### src/rtl/spi_job_seq_pkg.sv
`default_nettype none
// ============================================================================
// Module   : spi_job_seq_pkg
// Purpose  : Shared definitions for the SPI job sequencer: SPI master
//            register offsets, STATUS bit positions, job descriptor type,
//            sequencer state encoding and register word builders.
// Revision : 1.0 - initial release
// ============================================================================
package spi_job_seq_pkg;

  // Register offsets relative to the SPI master base address
  localparam logic [7:0] REG_STATUS = 8'h00;
  localparam logic [7:0] REG_CMD    = 8'h08;
  localparam logic [7:0] REG_ADDR   = 8'h0C;
  localparam logic [7:0] REG_LEN    = 8'h10;
  localparam logic [7:0] REG_DUMMY  = 8'h14;
  localparam logic [7:0] REG_TXFIFO = 8'h18;
  localparam logic [7:0] REG_RXFIFO = 8'h20;

  // STATUS write fields
  localparam int ST_RD     = 0;
  localparam int ST_WR     = 1;
  localparam int ST_QRD    = 2;
  localparam int ST_QWR    = 3;
  localparam int ST_SWRST  = 4;
  localparam int ST_CS_LSB = 8;
  // STATUS read fields
  localparam int ST_IDLE    = 0;
  localparam int ST_ERX_LSB = 16;
  localparam int ST_ETX_LSB = 24;

  typedef struct packed {
    logic [31:0] cmd;
    logic [5:0]  cmd_len;
    logic [31:0] addr;
    logic [5:0]  addr_len;
    logic [15:0] dummy;
    logic [15:0] data_len;
    logic        wr;
    logic        quad;
    logic [1:0]  cs;
  } job_t;

  typedef enum logic [3:0] {
    S_IDLE      = 4'd0,
    S_W_CMD     = 4'd1,
    S_W_ADDR    = 4'd2,
    S_W_LEN     = 4'd3,
    S_W_DUM     = 4'd4,
    S_W_START   = 4'd5,
    S_WR_POLL   = 4'd6,
    S_WR_DATA   = 4'd7,
    S_RD_POLL   = 4'd8,
    S_RD_DATA   = 4'd9,
    S_RX_HOLD   = 4'd10,
    S_POLL_IDLE = 4'd11,
    S_DONE      = 4'd12
  } state_t;

  function automatic logic [31:0] len_word(input job_t j);
    return {j.data_len, 2'b00, j.addr_len, 2'b00, j.cmd_len};
  endfunction

  // The dummy count only lands in the field for the active direction
  function automatic logic [31:0] dummy_word(input job_t j);
    return j.wr ? {j.dummy, 16'h0000} : {16'h0000, j.dummy};
  endfunction

  // Quad mode selects qrd/qwr instead of rd/wr; cs is one-hot
  function automatic logic [31:0] status_start_word(input job_t j);
    logic [31:0] w;
    w = '0;
    w[ST_CS_LSB +: 4] = 4'b0001 << j.cs;
    w[ST_SWRST]       = 1'b0;
    w[ST_RD]          = !j.wr && !j.quad;
    w[ST_WR]          =  j.wr && !j.quad;
    w[ST_QRD]         = !j.wr &&  j.quad;
    w[ST_QWR]         =  j.wr &&  j.quad;
    return w;
  endfunction

endpackage
`default_nettype wire

### src/rtl/spi_job_apb_port.sv
`default_nettype none
// ============================================================================
// Module   : spi_job_apb_port
// Purpose  : Single-transfer APB master. A level request launches a SETUP
//            cycle; ACCESS is held until PREADY, when ack pulses for one
//            cycle together with rdata/err. The port idles one cycle after
//            each completion so the requester can present the next transfer.
// Ports    : clk, rst           - clock, synchronous active-high reset
//            req/req_write/req_addr/req_wdata - transfer request
//            ack/rdata/err      - completion strobe, read data, slave error
//            P*                 - APB master signals
// Revision : 1.0 - initial release
// ============================================================================
module spi_job_apb_port #(
  parameter int APB_ADDR_WIDTH = 12
) (
  input  logic                      clk,
  input  logic                      rst,
  input  logic                      req,
  input  logic                      req_write,
  input  logic [APB_ADDR_WIDTH-1:0] req_addr,
  input  logic [31:0]               req_wdata,
  output logic                      ack,
  output logic [31:0]               rdata,
  output logic                      err,
  output logic [APB_ADDR_WIDTH-1:0] PADDR,
  output logic [31:0]               PWDATA,
  output logic                      PWRITE,
  output logic                      PSEL,
  output logic                      PENABLE,
  input  logic [31:0]               PRDATA,
  input  logic                      PREADY,
  input  logic                      PSLVERR
);

  logic                      r_psel;
  logic                      r_penable;
  logic                      r_pwrite;
  logic [APB_ADDR_WIDTH-1:0] r_paddr;
  logic [31:0]               r_pwdata;

  // Address, data and direction are captured at launch so they stay
  // stable through SETUP and ACCESS regardless of requester changes.
  always_ff @(posedge clk) begin
    if (rst) begin
      r_psel    <= 1'b0;
      r_penable <= 1'b0;
      r_pwrite  <= 1'b0;
      r_paddr   <= '0;
      r_pwdata  <= '0;
    end else if (!r_psel) begin
      if (req) begin
        r_psel   <= 1'b1;
        r_pwrite <= req_write;
        r_paddr  <= req_addr;
        r_pwdata <= req_wdata;
      end
    end else if (!r_penable) begin
      r_penable <= 1'b1;
    end else if (PREADY) begin
      r_psel    <= 1'b0;
      r_penable <= 1'b0;
    end
  end

  assign ack     = r_psel && r_penable && PREADY;
  assign rdata   = PRDATA;
  assign err     = ack && PSLVERR;
  assign PADDR   = r_paddr;
  assign PWDATA  = r_pwdata;
  assign PWRITE  = r_pwrite;
  assign PSEL    = r_psel;
  assign PENABLE = r_penable;

endmodule
`default_nettype wire

### src/rtl/spi_job_sequencer.sv
`default_nettype none
// ============================================================================
// Module   : spi_job_sequencer
// Purpose  : Autonomous APB master running one complete SPI transfer on the
//            SPI master register block: programs CMD/ADDR/LEN/DUMMY, starts
//            the transfer, streams TX words in or RX words out, polls STATUS
//            until idle, then pulses done.
// Ports    : HCLK, HRESET                   - clock, sync active-high reset
//            job_*                          - job descriptor, valid/ready
//            tx_data_i/tx_valid_i/tx_ready_o - write-data stream
//            rx_data_o/rx_valid_o/rx_ready_i - read-data stream
//            done_o, busy_o, err_o          - status (err_o sticky per job)
//            P*                             - APB master port
// Revision : 1.0 - initial release
// ============================================================================
module spi_job_sequencer
  import spi_job_seq_pkg::*;
#(
  parameter int                      APB_ADDR_WIDTH = 12,
  parameter logic [APB_ADDR_WIDTH-1:0] SPI_BASE     = '0,
  parameter int                      BUFFER_DEPTH   = 8
) (
  input  logic                      HCLK,
  input  logic                      HRESET,
  input  logic                      job_valid_i,
  output logic                      job_ready_o,
  input  logic [31:0]               job_cmd_i,
  input  logic [5:0]                job_cmd_len_i,
  input  logic [31:0]               job_addr_i,
  input  logic [5:0]                job_addr_len_i,
  input  logic [15:0]               job_dummy_i,
  input  logic [15:0]               job_data_len_i,
  input  logic                      job_wr_i,
  input  logic                      job_quad_i,
  input  logic [1:0]                job_cs_i,
  input  logic [31:0]               tx_data_i,
  input  logic                      tx_valid_i,
  output logic                      tx_ready_o,
  output logic [31:0]               rx_data_o,
  output logic                      rx_valid_o,
  input  logic                      rx_ready_i,
  output logic                      done_o,
  output logic                      busy_o,
  output logic [APB_ADDR_WIDTH-1:0] PADDR,
  output logic [31:0]               PWDATA,
  output logic                      PWRITE,
  output logic                      PSEL,
  output logic                      PENABLE,
  input  logic [31:0]               PRDATA,
  input  logic                      PREADY,
  input  logic                      PSLVERR,
  output logic                      err_o
);

  state_t      r_state;
  state_t      w_state_nxt;
  job_t        r_job;
  logic [16:0] r_words;
  logic [31:0] r_rx_data;
  logic        r_err;

  logic        w_req;
  logic        w_req_write;
  logic [7:0]  w_off;
  logic [31:0] w_wdata;
  logic        w_ack;
  logic [31:0] w_rdata;
  logic        w_err;

  logic        w_accept;
  logic [16:0] w_words;
  logic        w_etx_ok;
  logic        w_erx_any;
  logic        w_last_word;
  logic        w_word_done;
  logic        w_unused_status;

  assign w_accept  = (r_state == S_IDLE) && job_valid_i;
  // Number of 32-bit words, rounded up; 17 bits so 0xFFFF+31 cannot wrap
  assign w_words   = ({1'b0, job_data_len_i} + 17'd31) >> 5;
  assign w_etx_ok  = 32'(w_rdata[ST_ETX_LSB +: 8]) < 32'(BUFFER_DEPTH);
  assign w_erx_any = |w_rdata[ST_ERX_LSB +: 8];
  assign w_last_word = (r_words == 17'd1);
  assign w_word_done = ((r_state == S_WR_DATA) && w_ack) ||
                       ((r_state == S_RX_HOLD) && rx_ready_i);
  assign w_unused_status = ^w_rdata[15:1];

  spi_job_apb_port #(
    .APB_ADDR_WIDTH(APB_ADDR_WIDTH)
  ) u_apb (
    .clk      (HCLK),
    .rst      (HRESET),
    .req      (w_req),
    .req_write(w_req_write),
    .req_addr (SPI_BASE + APB_ADDR_WIDTH'(w_off)),
    .req_wdata(w_wdata),
    .ack      (w_ack),
    .rdata    (w_rdata),
    .err      (w_err),
    .PADDR    (PADDR),
    .PWDATA   (PWDATA),
    .PWRITE   (PWRITE),
    .PSEL     (PSEL),
    .PENABLE  (PENABLE),
    .PRDATA   (PRDATA),
    .PREADY   (PREADY),
    .PSLVERR  (PSLVERR)
  );

  always_ff @(posedge HCLK) begin
    if (HRESET) begin
      r_state   <= S_IDLE;
      r_job     <= '0;
      r_words   <= '0;
      r_rx_data <= '0;
      r_err     <= 1'b0;
    end else begin
      r_state <= w_state_nxt;
      if (w_accept) begin
        r_job.cmd      <= job_cmd_i;
        r_job.cmd_len  <= job_cmd_len_i;
        r_job.addr     <= job_addr_i;
        r_job.addr_len <= job_addr_len_i;
        r_job.dummy    <= job_dummy_i;
        r_job.data_len <= job_data_len_i;
        r_job.wr       <= job_wr_i;
        r_job.quad     <= job_quad_i;
        r_job.cs       <= job_cs_i;
        r_words        <= w_words;
        r_err          <= 1'b0;
      end else begin
        if (w_word_done) r_words <= r_words - 17'd1;
        if (w_err)       r_err   <= 1'b1;
      end
      if ((r_state == S_RD_DATA) && w_ack) r_rx_data <= w_rdata;
    end
  end

  always_comb begin
    w_state_nxt = r_state;
    w_req       = 1'b0;
    w_req_write = 1'b0;
    w_off       = REG_STATUS;
    w_wdata     = '0;
    unique case (r_state)
      S_IDLE: begin
        if (job_valid_i) w_state_nxt = S_W_CMD;
      end
      S_W_CMD: begin
        w_req = 1'b1; w_req_write = 1'b1; w_off = REG_CMD; w_wdata = r_job.cmd;
        if (w_ack) w_state_nxt = S_W_ADDR;
      end
      S_W_ADDR: begin
        w_req = 1'b1; w_req_write = 1'b1; w_off = REG_ADDR; w_wdata = r_job.addr;
        if (w_ack) w_state_nxt = S_W_LEN;
      end
      S_W_LEN: begin
        w_req = 1'b1; w_req_write = 1'b1; w_off = REG_LEN; w_wdata = len_word(r_job);
        if (w_ack) w_state_nxt = S_W_DUM;
      end
      S_W_DUM: begin
        w_req = 1'b1; w_req_write = 1'b1; w_off = REG_DUMMY; w_wdata = dummy_word(r_job);
        if (w_ack) w_state_nxt = S_W_START;
      end
      S_W_START: begin
        w_req = 1'b1; w_req_write = 1'b1; w_off = REG_STATUS;
        w_wdata = status_start_word(r_job);
        if (w_ack) begin
          if (r_words == 17'd0) w_state_nxt = S_POLL_IDLE;
          else if (r_job.wr)    w_state_nxt = S_WR_POLL;
          else                  w_state_nxt = S_RD_POLL;
        end
      end
      // Staying in a poll state re-issues the STATUS read
      S_WR_POLL: begin
        w_req = 1'b1; w_off = REG_STATUS;
        if (w_ack && w_etx_ok && tx_valid_i) w_state_nxt = S_WR_DATA;
      end
      S_WR_DATA: begin
        w_req = 1'b1; w_req_write = 1'b1; w_off = REG_TXFIFO; w_wdata = tx_data_i;
        if (w_ack) w_state_nxt = w_last_word ? S_POLL_IDLE : S_WR_POLL;
      end
      S_RD_POLL: begin
        w_req = 1'b1; w_off = REG_STATUS;
        if (w_ack && w_erx_any) w_state_nxt = S_RD_DATA;
      end
      S_RD_DATA: begin
        w_req = 1'b1; w_off = REG_RXFIFO;
        if (w_ack) w_state_nxt = S_RX_HOLD;
      end
      // No request here: RX backpressure stalls all APB traffic
      S_RX_HOLD: begin
        if (rx_ready_i) w_state_nxt = w_last_word ? S_POLL_IDLE : S_RD_POLL;
      end
      S_POLL_IDLE: begin
        w_req = 1'b1; w_off = REG_STATUS;
        if (w_ack && w_rdata[ST_IDLE]) w_state_nxt = S_DONE;
      end
      S_DONE: begin
        w_state_nxt = S_IDLE;
      end
      default: begin
        w_state_nxt = S_IDLE;
      end
    endcase
  end

  assign job_ready_o = (r_state == S_IDLE);
  assign busy_o      = (r_state != S_IDLE);
  assign done_o      = (r_state == S_DONE);
  assign tx_ready_o  = (r_state == S_WR_DATA) && w_ack;
  assign rx_valid_o  = (r_state == S_RX_HOLD);
  assign rx_data_o   = r_rx_data;
  assign err_o       = r_err;

endmodule
`default_nettype wire

### config.mk
export PLATFORM = sky130hd
export DESIGN_NAME = spi_job_sequencer
export DESIGN_NICKNAME = d
export VERILOG_FILES = /design/src/rtl/spi_job_seq_pkg.sv /design/src/rtl/spi_job_apb_port.sv /design/src/rtl/spi_job_sequencer.sv
export SDC_FILE = /design/constraint.sdc
export NUM_CORES = 1
export LEC_CHECK = 0
export ABC_AREA = 1
export BUFFER_PORTS_ARGS = -buffer_cell sky130_fd_sc_hd__buf_2
export CORE_MARGIN = 2
export CORE_UTILIZATION = 52
export DETAILED_ROUTE_END_ITERATION = 7
export GPL_TIMING_DRIVEN = 0
export PLACE_DENSITY = 0.8
export SLEW_MARGIN = 25
export SYNTH_ARGS = -nofsm -noshare
export SYNTH_HDL_FRONTEND = slang
export SYNTH_SLANG_ARGS = --single-unit
### constraint.sdc
create_clock -name HCLK -period 2.1 [get_ports HCLK]
set_input_delay 0.315 -clock HCLK [delete_from_list [all_inputs] [get_ports HCLK]]
set_output_delay 0.315 -clock HCLK [all_outputs]
set_load 0.02 [all_outputs]
==> results of run 1 <==
==> cells by family (layout without fill, tap and decap cells) <==
kind of cell / after synthesis / in the layout / synth area share (%)
buffers and inverters: 242 / 542 / 10.70
adders and majority gates: 3 / 3 / 0.4095
xor gates and xnor gates: 6 / 6 / 0.5733
AOI/OAI and AO/OA: 427 / 427 / 24.08
DFF: 205 / 205 / 44.77
and+or+nand+nor: 423 / 423 / 19.43
other: 1 / 9 / 0.04091
==> cell usage after synthesis (22+ instances only) <==
cell type	instances	area, um^2
nand2_1	140	525.5
nor2_1	164	615.6
o21ai_0	184	920.9
nor3_1	51	255.2
buf_2	22	110.1
o21ai_1	48	240.2
clkbuf_1	53	198.9
o22ai_1	25	156.4
a21oi_1	153	765.7
dfxtp_1	205	4104
inv_1	142	533.0
nand3_1	46	230.2
==> where the power goes <==
part	leakage, uW	internal [uW]	switching [uW]
Sequential	0.00169	4850	443
Clock	0.000376	2480	1670
Combinational	0.00324	1580	3700
Total	0.00530	8920	5810
==> tightest hold or removal path: stages <==
cell and delay (ns):
buf_2 0.07, nor2_1 0.03, nor2_1 0.08
==> metal layers <==
layer | up-vias | global-route usage [%] | wire, um
li1 | 4899 | - | -
met1 | 4614 | 44.16 | 12910
met2 | 592 | 52.83 | 14780
met3 | 90 | 5.556 | 3524
met4 | 2 | 12.66 | 1141
met5 | - | 0 | 13
==> flip-flops by register name, indices dropped and copies added (netlist names) <==
register,count
u_apb.PSEL,1
u_apb.PENABLE,1
r_words,17
u_apb.PWDATA,32
err_o,1
u_apb.PWRITE,1
u_apb.PADDR,4
r_job,112
rx_data_o,32
r_state,4
==> how the worst min path moves through the flow <==
stage / from / endpoint / depth (start not counted)
finish: PRDATA[13] / rx_data_o[13] / 3
CTS: PRDATA[13] / rx_data_o[13] / 3
global placement: r_job[76] / r_job[76] / 2
global route: job_cmd_i[2] / r_job[82] / 3
detailed placement: r_job[53] / r_job[53] / 2
floorplan: r_job[19] / r_job[19] / 2
==> stage by stage <==
stage	setup WS, ns	util [%]	instance area (um^2)	std cells
6_report	0.03272	67.47	11630	1840
5_1_grt	-0.04899	67.47	11630	1840
4_1_cts	0.04195	67.00	11550	1837
3_5_place_dp	-0.1537	62.46	10770	1797
3_3_place_gp	-0.1527	62.46	10770	1797
2_1_floorplan	0.3601	-	9194	1314
==> cell type report <==
type	count	share of cell area, %
multi-input combinational	867	35.76
sequential	205	35.29
timing repair buffer	261	11.30
clock buffer	32	5.842
inverter	156	5.035
buffer	86	3.551
tap	225	2.421
clock inverter	7	0.7747
antenna	1	0.02152
==> timing repair <==
| action | 4_1_cts | 5_1_grt |
|---|---|---|
| setup endpoints to repair | 9 | 52 |
| pin swaps | 1 | 1 |
| buffers inserted | 1 | 2 |
| hold buffers | 0 | 0 |
| gates resized for setup | 3 | 37 |
==> impl_metrics.py, run 1 <==
metrics = {
    "die": {
        "core_um2": 17240,
        "die_area_um2": 18710,
        "die_w_um": 136.8,
        "die_h_um": 136.8,
        "start_util_pct": 53.19,
        "rows": 48,
        "ios": 268,
    },
    "drt": {
        "drtPass1Iterations": 6,
        "drt_iter0_markers": 1038,
        "wl_per_cell_um": 17.60,
        "ant_nets": 0,
        "vias": 10197,
        "finalWirelength_mm": 32.38,
        "drc": 0,
        "via_per_inst": 5.542,
    },
    "synthesis": {
        "ys_seq_area_share_pct": 44.77,
        "synth.distinct_cells": 36,
        "ys_seq_elements": 205,
        "syn_avg_cell_area_um2": 7.014,
        "syn_area_um2": 9168,
        "synthFlopType": "dfxtp_1",
        "synthCells": 1307,
        "synthArstFlopShare_pct": 0,
        "synth_edf_count": 0,
        "ys_warn_count": 0,
    },
    "worst_setup_path": {
        "cp_max_fo": 10,
        "crit_path_start": "r_state[2]",
        "r2r-start": "r_state[2]",
        "slowest_stage": "nor3_1",
        "cp.depth": 8,
        "crit_buf_inv": 3,
        "critPathLaunchType": "flop",
        "cpPeakStageDelay_ns": 0.35,
        "crit_chain": "buf_2 > inv_1 > nor2_1 > nand2_1 > clkbuf_1 > nor3_1 > nor3_1 > a21oi_1",
        "crit_path_end_kind": "flop",
        "crit_top_cell": "nor3_1",
        "arrival_ns": 2.52,
        "r2r_slack_ns": 0.03,
        "reg2reg_depth": 8,
        "path_class": "reg2reg",
        "critPathRequiredTime_ns": 2.55,
        "cp_top_family": "simple AND/OR/NAND/NOR gates",
        "endpoint": "u_apb.PWDATA[29]",
        "r2r-end": "u_apb.PWDATA[29]",
    },
    "layout": {
        "regArea_um2": 4104,
        "final_nets": 1785,
        "final_common_cell": "buf_2",
        "n_fill_cell": 1548,
        "syn_to_final_growth_pct": 26.85,
        "layout-drive-gt1-share_pct": 23.23,
        "multiInputGateArea_um2": 4159,
        "mostFrequentLayoutCells": "279 x buf_2, 205 x dfxtp_1, 179 x o21ai_0",
    },
    "cts": {
        "clock_latency_ns": 0.53,
        "h-tree-depth": 1,
        "cts_buffers": 22,
        "clk_pin_slew_ns": 0.06,
        "root_buffer": "clkbuf_16",
        "cts_buffer_depth": 3,
        "cts_tree": "done",
        "cts.sinks": 205,
    },
    "hold_path": {
        "hold_class": "in2reg",
    },
    "sta": {
        "max_freq_ghz": 0.4837,
        "rsz0062_at_grt": "yes",
        "holdWs_ns": 0.02391,
        "slew_headroom_pct": 46.76,
        "hold_violations": 0,
        "skew_ns": 0.02124,
        "post-route-period-util_pct": 98.44,
        "worst_pin_slew_ns": 0.7986,
        "min_period_ns": 2.067,
        "slew_violations": 0,
        "finalSetupViolations": 0,
        "setup_tns_ns": 0,
    },
    "pwr": {
        "vdd_drop_max_uv": 726.8,
        "p_per_area_nw_per_um2": 1266,
        "power_leakage_uw": 0.005301,
        "power_uw": 14720,
    },
    "global_routing": {
        "grt_antenna_before_repair": 2,
        "grt_pass1_wl_mm": 47.33,
        "grt_max_degree": 15,
        "grt_usage_pct": 32.84,
        "grt_pass1_vias": 9094,
        "overflow": 0,
    },
    "placement": {
        "place.gp.congestion": 1.002,
        "io_buffer_count": 258,
        "hpwl_mm": 24.19,
    },
    "job": {
        "drv_cap": 0,
    },
    "status": {
        "outcome": "finished clean",
    },
}
No activity file was read; power rests on OpenSTA's default activity.
==> run 2: changes to the inputs <==
--- a/config.mk
+++ b/config.mk
@@ -6,12 +6,12 @@
 export NUM_CORES = 1
 export LEC_CHECK = 0
 export ABC_AREA = 1
-export BUFFER_PORTS_ARGS = -buffer_cell sky130_fd_sc_hd__buf_2
 export CORE_MARGIN = 2
-export CORE_UTILIZATION = 52
+export CORE_UTILIZATION = 55
 export DETAILED_ROUTE_END_ITERATION = 7
+export DONT_BUFFER_PORTS = 1
 export GPL_TIMING_DRIVEN = 0
-export PLACE_DENSITY = 0.8
+export PLACE_DENSITY = 0.7
 export SLEW_MARGIN = 25
 export SYNTH_ARGS = -nofsm -noshare
 export SYNTH_HDL_FRONTEND = slang
==> run 2 against run 1 <==
Count of clock-buffer cells in the layout is the same. Non-clock buffer count shrank 214. Via count shrank 8.0%. Clock power is essentially flat. Die area shrank 5.3%. Cell area shrank 7.4%. Sequential share of layout area grew 2.8 points. Critical path type unchanged.
==> impl_metrics.py, run 2 (synthesized netlist as in run 1, its figures left out) <==
metrics = {
    "status": {
        "outcome": "finished clean",
    },
    "hold_path": {
        "hold_class": "in2reg",
        "min_path_cells": 2,
    },
    "worst_setup_path": {
        "critPathLaunchType": "flop",
        "reg2reg_depth": 6,
        "crit_path_end_kind": "flop",
        "arrival_ns": 2.41,
        "path_class": "reg2reg",
        "cpPeakStageDelay_ns": 0.48,
        "critPathRequiredTime_ns": 2.47,
        "cp_max_fo": 10,
        "slowest_stage": "dfxtp_1",
        "crit_chain": "nor2_4 > nand2_1 > clkbuf_1 > o22ai_1 > nor3_1 > a21oi_1",
    },
    "cts": {
        "clk_pin_slew_ns": 0.06,
        "cts.sinks": 205,
        "cts_buffers": 22,
        "cts_buffer_depth": 3,
        "clock_latency_ns": 0.51,
        "cts_tree": "done",
        "root_buffer": "clkbuf_16",
        "h-tree-depth": 1,
    },
    "job": {
        "drv_cap": 0,
    },
    "layout": {
        "final_nets": 1571,
        "final_common_cell": "dfxtp_1",
        "mostFrequentLayoutCells": "205 x dfxtp_1, 181 x o21ai_0, 161 x nor2_1",
        "largest_reg_flops": 112,
        "final_util_pct": 65.38,
        "syn_to_final_growth_pct": 17.43,
        "regMostFlops": "r_job",
        "layout-drive-gt1-share_pct": 7.929,
    },
    "drt": {
        "ant_nets": 0,
        "drtPass1Iterations": 6,
        "wl_per_cell_um": 19.30,
        "vias": 9381,
        "finalWirelength_mm": 31.36,
        "via_per_inst": 5.773,
        "drt_iter0_markers": 851,
        "drc": 0,
    },
    "placement": {
        "place.gp.congestion": 0.9677,
        "place_ws_ns": -0.2059,
        "hpwl_mm": 22.99,
        "io_buffer_count": 0,
    },
    "sta": {
        "hold_violations": 0,
        "setup_tns_ns": 0,
        "max_freq_ghz": 0.4899,
        "finalSetupViolations": 0,
        "setup_slack_ns": 0.05896,
        "skew_ns": 0.01404,
        "min_period_ns": 2.041,
        "post-route-period-util_pct": 97.19,
        "worst_pin_slew_ns": 0.6891,
        "slew_violations": 0,
        "rsz0062_at_grt": "yes",
        "slew_headroom_pct": 54.06,
        "holdWs_ns": 0.008673,
    },
    "die": {
        "rows": 47,
        "die_area_um2": 17720,
        "core_um2": 16470,
        "ios": 268,
        "start_util_pct": 55.68,
        "die_w_um": 133.1,
        "die_h_um": 133.1,
    },
    "global_routing": {
        "overflow": 0,
        "grt_antenna_before_repair": 6,
        "grt_pass1_wl_mm": 47.86,
        "grt_max_degree": 14,
        "grt_pass1_vias": 8906,
        "grt_usage_pct": 34.34,
    },
    "pwr": {
        "p_per_area_nw_per_um2": 1339,
        "power_leakage_uw": 0.004351,
        "vdd_drop_max_uv": 929.3,
    },
}
==> run 2: cell types whose count changed in the layout (fill, tap and decap cells not counted), moves of 2 or more <==
cell,previous run,this run
buf_2,279,21
clkbuf_8,7,5
clkbuf_1,43,47
o21ai_1,53,50
clkbuf_2,12,10
diode_2,1,5
o21ai_0,179,181
nor2_1,164,161
nor3_1,43,50
nor2_2,3,6
dlygate4sd3_1,0,44
nor3_2,8,1
==> run 2: worst max-delay path: cells and delay by family (launching register included) <==
family          cells  cell delay [ns]
simple gates        3             0.67
flops               1             0.48
buf+inv             1             0.46
compound gates      2             0.29
==> run 2: cell type report <==
type	count	area (um^2)
diodes	5	12.51
plain buffers	86	410.4
clock buffers	32	659.4
clock inverters	7	115.1
fillers	1535	5700
inverters	156	585.6
multi-input cells	867	4140
flip-flops and latches	205	4104
well taps	220	275.3
repair buffers	47	462.9
==> run 2: where the power goes <==
part	switching, uW	internal, uW	total [uW]
combinational	3370	1390	4760
clock	1580	2540	4130
sequential	679	4850	5530
==> run 2: what timing repair did <==
item	CTS	global route
pin swaps	2	0
setup endpoints to repair	12	48
setup buffers	3	0
hold buffers	44	0
cloned	0	0
hold endpoints to repair	44	0
resized for setup	6	25
==> run 2: final timing paths <==
check | from | end | slack [ns]
min reg2reg | r_job[52] | r_job[52] | 0.45
max reg2reg | r_state[3] | u_apb.PWDATA[23] | 0.06
max | r_state[3] | u_apb.PWDATA[23] | 0.06
min | job_cmd_i[24] | r_job[104] | 0.009
==> run 2: per-stage QoR <==
step                instance area (um^2)  power (uW)  cells
global placement                    9469        9976   1534
floorplan                           9194        8696   1314
finish                             10770       14410   1625
detailed placement                  9469       10080   1534
global route                       10760       15170   1624
CTS                                10720       14260   1620
==> run 2: metal layers <==
layer  wire (um)  track usage [%]  up-vias
met4        1288            14.36        2
li1            -                -     4475
met1       12550            43.67     4338
met5          11                0        -
met2       14080            54.84      485
met3        3431            10.08       81
